--- config.mk ---
export PLATFORM = sky130hd
export DESIGN_NAME = run_monitor
export DESIGN_NICKNAME = d
export VERILOG_FILES = /design/src/rtl/run_monitor.sv
export SDC_FILE = /design/constraint.sdc
export NUM_CORES = 1
export LEC_CHECK = 0
export CORE_MARGIN = 2
export CORE_UTILIZATION = 40
export CTS_CLUSTER_DIAMETER = 80
export DETAILED_ROUTE_END_ITERATION = 8
export PLACE_DENSITY = 0.78
export SLEW_MARGIN = 40
export SYNTH_ARGS = -nofsm -noshare
export SYNTH_HDL_FRONTEND = slang
export SYNTH_SLANG_ARGS = --single-unit
export TNS_END_PERCENT = 100
--- constraint.sdc ---
create_clock -name w_clk -period 2.2 [get_ports w_clk]
set_clock_uncertainty 0.15 [all_clocks]
set_input_delay 0.33 -clock w_clk [delete_from_list [all_inputs] [get_ports w_clk]]
set_output_delay 0.33 -clock w_clk [all_outputs]
set_load 0.005 [all_outputs]
--- src/rtl/run_monitor.sv ---
// Run-control monitor for the PROCESSOR commit stream: cycle/retire counters, halt on a run of
// matching instructions, abort on a cycle limit. Optional PC trace buffer via RUN_MONITOR_TRACE_EN.
module run_monitor #(
  parameter int          CNT_W       = 32,
  parameter int          HALT_RUN    = 6,
  parameter logic [31:0] HALT_PAT    = 32'h0000_0000,
  parameter logic [31:0] HALT_MASK   = 32'hFFFF_FFFF,
  parameter int          CYCLE_LIMIT = 10000000,
  parameter int          TRACE_DEPTH = 8,
  localparam int         RL_W        = $clog2(HALT_RUN + 1),
  localparam int         IDX_W       = $clog2(TRACE_DEPTH)
) (
  input  logic             w_clk,
  input  logic             w_rst_n,
  input  logic             w_run,
  input  logic             w_clr,
  input  logic             w_valid,
  input  logic [31:0]      w_pc,
  input  logic [31:0]      w_ir,
  output logic             w_halt,
  output logic             w_abort,
  output logic             w_done,
  output logic [CNT_W-1:0] w_cycle,
  output logic [CNT_W-1:0] w_retired,
  output logic [RL_W-1:0]  w_run_len,
  input  logic [IDX_W-1:0] w_trace_idx,
  output logic [31:0]      w_trace_pc,
  output logic [IDX_W:0]   w_trace_cnt
);

  typedef enum logic [1:0] {IDLE, RUN, HALT, ABORT} state_t;

  state_t           state;
  logic             running;
  logic             is_match;
  logic             halt_hit;
  logic             abort_hit;
  logic             advance;
  logic             commit;
  logic [CNT_W-1:0] cycle_nxt;
  logic [CNT_W-1:0] retired_nxt;

  // IDLE with w_run high behaves exactly like a running RUN edge.
  assign running   = w_run && ((state == IDLE) || (state == RUN));
  assign is_match  = (w_ir & HALT_MASK) == (HALT_PAT & HALT_MASK);
  assign halt_hit  = running && w_valid && is_match && (w_run_len == RL_W'(HALT_RUN - 1));
  assign abort_hit = running && !halt_hit && (w_cycle == CNT_W'(CYCLE_LIMIT));
  assign advance   = running && !abort_hit;
  assign commit    = advance && w_valid;

  assign cycle_nxt   = (&w_cycle)   ? w_cycle   : w_cycle + CNT_W'(1);
  assign retired_nxt = (&w_retired) ? w_retired : w_retired + CNT_W'(1);

  always_ff @(posedge w_clk or negedge w_rst_n) begin
    if (!w_rst_n) begin
      state     <= IDLE;
      w_halt    <= 1'b0;
      w_abort   <= 1'b0;
      w_done    <= 1'b0;
      w_cycle   <= '0;
      w_retired <= '0;
      w_run_len <= '0;
    end else if (w_clr) begin
      state     <= IDLE;
      w_halt    <= 1'b0;
      w_abort   <= 1'b0;
      w_done    <= 1'b0;
      w_cycle   <= '0;
      w_retired <= '0;
      w_run_len <= '0;
    end else begin
      if (halt_hit) begin
        state  <= HALT;
        w_halt <= 1'b1;
        w_done <= 1'b1;
      end else if (abort_hit) begin
        state   <= ABORT;
        w_abort <= 1'b1;
        w_done  <= 1'b1;
      end else if (running) begin
        state <= RUN;
      end
      // The halting commit is still counted; the aborting edge counts nothing.
      if (advance) begin
        w_cycle <= cycle_nxt;
        if (w_valid) begin
          w_retired <= retired_nxt;
          w_run_len <= is_match ? w_run_len + RL_W'(1) : '0;
        end
      end
    end
  end

`ifdef RUN_MONITOR_TRACE_EN
  logic [31:0]      trace_mem [TRACE_DEPTH];
  logic [IDX_W-1:0] wr_ptr;
  logic [IDX_W-1:0] rd_addr;

  always_ff @(posedge w_clk or negedge w_rst_n) begin
    if (!w_rst_n) begin
      wr_ptr      <= '0;
      w_trace_cnt <= '0;
    end else if (w_clr) begin
      wr_ptr      <= '0;
      w_trace_cnt <= '0;
    end else if (commit) begin
      wr_ptr <= wr_ptr + IDX_W'(1);
      if (w_trace_cnt != (IDX_W + 1)'(TRACE_DEPTH)) begin
        w_trace_cnt <= w_trace_cnt + (IDX_W + 1)'(1);
      end
    end
  end

  always_ff @(posedge w_clk) begin
    if (commit && !w_clr) begin
      trace_mem[wr_ptr] <= w_pc;
    end
  end

  // Newest entry sits just behind the write pointer; depth is a power of two so wrap is free.
  assign rd_addr    = wr_ptr - IDX_W'(1) - w_trace_idx;
  assign w_trace_pc = ({1'b0, w_trace_idx} < w_trace_cnt) ? trace_mem[rd_addr] : 32'h0;
`else
  logic unused_trace;

  assign unused_trace = ^{w_pc, w_trace_idx, commit};
  assign w_trace_pc   = 32'h0;
  assign w_trace_cnt  = '0;
`endif

endmodule

== Yosys cells after proc, flatten, opt, wreduce, memory -nomap -nowiden ==
Cells that the tools add are included.
Word-level totals
  flip-flop bits (word level): 72
  bits of input ports: 72
  output and inout port bits: 106
  word-level logic and storage cells: 62
Operators by class
  add/sub/neg operators: 3
  eq/ne operators: 6
  multiplexer cells: 22
  reductions and logical operators: 24
Operators with widths (number)
  2-to-1 mux 32 bit: 7
  adder 32 x 1 -> 32 bit, second input constant: 2
  AND reduction 32 bit: 2
  == test 32 x 24 -> 1 bit, second input constant: 1
  zero test 32 bit: 1
  2-to-1 mux 3 bit: 4
  2-to-1 mux 2 bit: 4
  nonzero test 2 bit: 4
  logical AND 1 bit: 7
  2-to-1 mux 1 bit: 7
  inequality test 2 bit, second input constant: 3
  AND reduction 2 bit: 3
  nonzero test 4 bit: 1
  adder 3 x 1 -> 3 bit, second input constant: 1
  == test 3 bit, second input constant: 1
  AND reduction 3 bit: 1
  nonzero test 3 bit: 1
  == test 2 x 1 -> 1 bit, second input constant: 1
  zero test 1 bit: 2
  zero test 2 bit: 1
  logical OR 1 bit: 1

== Logic depth before layout (Yosys ltp) ==
  depth in word-level cells: 13
  gate-level depth with buffers: 11

== Worst setup path after synthesis ==
No wires, ideal clock.
  path kind: register to register
  from: register w_cycle[18]
  to: register w_retired[1]
  setup time: 132 ps
  data arrival time: 2179 ps
  data required time: 1918 ps
  slack: -261 ps
  stages on the path, launching flop included: 10
  buffers on the path: 3
  cell sequence: dfrtp_1 > nor4b_2 > nand4_1 > or4_1 > buf_2 > o211ai_4 > buf_6 > buf_8 > mux2i_1 > nor2_1
Between the ends
  longest elaborated chain between the ends: 6
RTL lines
  from (decl): line 23  | output logic [CNT_W-1:0] w_cycle,
  from (signal assigned): line 85  | w_cycle <= cycle_nxt;
  == test 32 x 24 -> 1 bit: line 47  | assign abort_hit = running && !halt_hit && (w_cycle == CNT_W'(CYCLE_LIMIT));
  logical AND 1 bit: line 47
  zero test 1 bit: line 48  | assign advance = running && !abort_hit;
  logical AND 1 bit: line 48
  nonzero test 2 bit (no line)
  AND reduction 3 bit (no line)
  to (signal assigned): line 87  | w_retired <= retired_nxt;
  to (decl): line 24  | output logic [CNT_W-1:0] w_retired,
No other way between the ends.
A chain may end at the register's enable or synchronous reset.

== Worst setup path in the final report ==
  from: register w_cycle[16]
  to: register w_retired[1]
The elaborated chain is that of the path after synthesis.

==> impl_metrics.yaml <==
setup_path:
  r2r_slack_ns: -0.27
  cp.arrival_ns: 2.58
  criticalPathCategory: "flop to flop"
  critPathMaxFanout: 5
  r2r_cells: 8
  start_kind: "flop"
  rr_endpoint: "w_retired[1]$_DFFE_PN0P_"
  end_kind: "flop"
  crit_required_ns: 2.31
  rr_startpoint: "w_cycle[16]$_DFFE_PN0P_"
route:
  totalWireLength_um: 15300
  ant_nets: 0
  initialDrtViolationCount: 414
  post-route-drc-count: 0
  vias: 4842
  viasPerCell: 5.58
  wl_per_cell_um: 17.6
  drt_first_pass_iters: 5
grt:
  grt_overflow: 0
  antenna_found_initial: 0
  grt_max_degree: 72
  grt_pass1_wl_um: 22500
  grt_use_total_pct: 24.2
  grt_pass1_vias: 4721
clocking:
  htreeDepth: 3
  clk_latency_ns: 0.37
  cts-root-buf: "clkbuf_8"
  cts_tree: "done"
  clockBufferDepth: 2
  cts_inserted_buffers: 9
  clock_sinks: 71
  path_clk_slew_ns: 0.08
cells_and_area:
  layout_commonest_cell: "buf_4"
  syn_to_final_growth_pct: 61.6
  fin_cells: 868
  final_area_um2: 7150
  antennaDiodeCount: 0
  fill_cells: 796
  most-common-layout-cells: "109 x buf_4, 72 x clkdlybuf4s50_1, 70 x dfrtp_1"
  drive_above_1_share_pct: 31.9
  final_util_pct: 66.2
  nets: 800
sta:
  worstMarginPinSlew_ns: 0.561
  finalSetupTns_ns: -6.60
  fmax_mhz: 405
  relSlewSlack_pct: 62.6
  period_share_pct: 112
  setup_viol: 38
  period_minus_slack_ns: 2.47
  hold_viol: 0
  slew_viol_final: 0
  rsz0062_at_grt: "true"
  setup_slack_ns: -0.268
synth:
  yosys_warnings: 0
  synth-seq-cells: 71
  syn_inst: 504
  synth-seq-area-share_pct: 40.2
  synth.distinct_cells: 46
  synth_area_um2: 4420
  synth-edff-count: 0
  ys.flop_type: "dfrtp_1"
  async_flop_share_pct: 100
  syn_area_per_cell_um2: 8.78
min_path:
  hold_class: "input port to flop"
  hold_start: "w_clr"
  hold_end: "w_cycle[7]$_DFFE_PN0P_"
  whs_path_depth: 2
power_and_ir_drop:
  p_leak_uw: 0.00311
  power.density_nw_per_um2: 405
  ir_drop_v: 0.000227
placement:
  place_ws_ns: -0.801
  placed_cells: 831
  gp_congestion: 0.901
  io_buffers: 106
  dpl_cell_area_um2: 6230
  hpwl_um: 9950
flow_run:
  cap_violations: 0
run_status:
  status: "finished with violations"
  violations: "setup timing"
floorplanning:
  start_util_pct: 41.0
  design.die.area_um2: 11900
  ios: 178
  core_area_um2: 10800
  die_w_um: 109
  die_h_um: 109
  num_rows: 38
area by class of cell:
class | count | area (um^2) | share of cell area [%]
timing repair buffer | 232 | 2060 | 28.8
sequential | 71 | 1780 | 24.9
tap | 140 | 175 | 2.45
clock inverter | 3 | 65.1 | 0.910
multi-input combinational | 392 | 2840 | 39.7
clock buffer | 13 | 169 | 2.36
inverter | 17 | 63.8 | 0.893
per-stage QoR:
step | power [uW] | hold slack [ns]
floorplan | 1480 | -0.116
global placement | 1590 | 0.238
detailed placement | 1590 | 0.239
CTS | 2860 | 0.273
global route | 2980 | 0.308
finish | 2890 | 0.302
power breakdown:
| part | internal (uW) | switching, uW |
|---|---|---|
| sequential | 1310 | 4.62 |
| clock | 731 | 526 |
| combinational | 155 | 166 |
| total | 2200 | 697 |
state kept, by name (all words and copies together) (netlist names):
name / cells
w_run_len: 3
w_halt: 1
w_retired: 32
w_cycle: 32
state: 1
w_done: 1
w_abort: 1
cell usage after synthesis, types with 11 or more instances:
cell type  instances  share of area (%)
inv_1             17                1.4
nor2_1            52                4.4
clkbuf_1          16                1.4
o31ai_1           12                2.0
nand3_1           24                2.7
nor4_1            20                2.8
nand4_1           31                4.4
nand2_1           28                2.4
dfrtp_1           71                 40
or4_1             12                2.0
a21oi_1           34                3.8
xnor2_1           17                3.4
xor2_1            14                2.8
and3_1            11                1.6
buf_4             36                6.1
or3_1             14                2.0
nor3_1            17                1.9
per-layer routing:
metal / wire, um / global-route usage [%] / vias to the layer above
met4: 376 / 9.43 / 0
met2: 8030 / 43.1 / 239
met3: 1070 / 4.78 / 37
li1: - / - / 2193
met5: 0 / 0 / -
met1: 5830 / 28.6 / 2373
kinds of logic after synthesis:
family | share of synthesized area (%)
flip-flops | 40.2
AO/OA/AOI/OAI | 10.4
AND/OR/NAND/NOR | 30.3
buffers and inverters | 10.5
other | 0.0848
multiplexers | 0.962
adder cells (fa/ha/maj) | 1.41
XOR/XNOR | 6.14
worst max path at each step:
stage          slack [ns]                         to  cells past startpoint                    start
2_1_floorplan       -0.18   w_retired[1]$_DFFE_PN0P_                      9  w_cycle[16]$_DFFE_PN0P_
3_3_place_gp        -0.75     w_cycle[2]$_DFFE_PN0P_                      9                  w_ir[5]
3_5_place_dp        -0.80     w_cycle[2]$_DFFE_PN0P_                      9                  w_ir[4]
4_1_cts             -0.27  w_retired[15]$_DFFE_PN0P_                     10   w_cycle[0]$_DFFE_PN0P_
5_1_grt             -0.35   w_retired[1]$_DFFE_PN0P_                      8  w_cycle[16]$_DFFE_PN0P_
6_report            -0.27   w_retired[1]$_DFFE_PN0P_                      8  w_cycle[16]$_DFFE_PN0P_
timing repair:
item	CTS	global route
gates cloned	3	1
resized for setup	84	93
setup buffers	14	6
hold endpoints to repair	71	0
pin swaps	28	32
hold buffers	1	0
endpoints found under the setup margin	44	67
worst max-delay path: stages, from the launching register on:
cell	delay [ns]
dfrtp_1	0.41
nor4b_2	0.37
nand4_1	0.17
or4_4	0.48
o211ai_4	0.26
buf_12	0.16
buf_8	0.11
mux2i_1	0.20
nor2_1	0.05
Note: power is estimated with default switching activity, not from simulation.
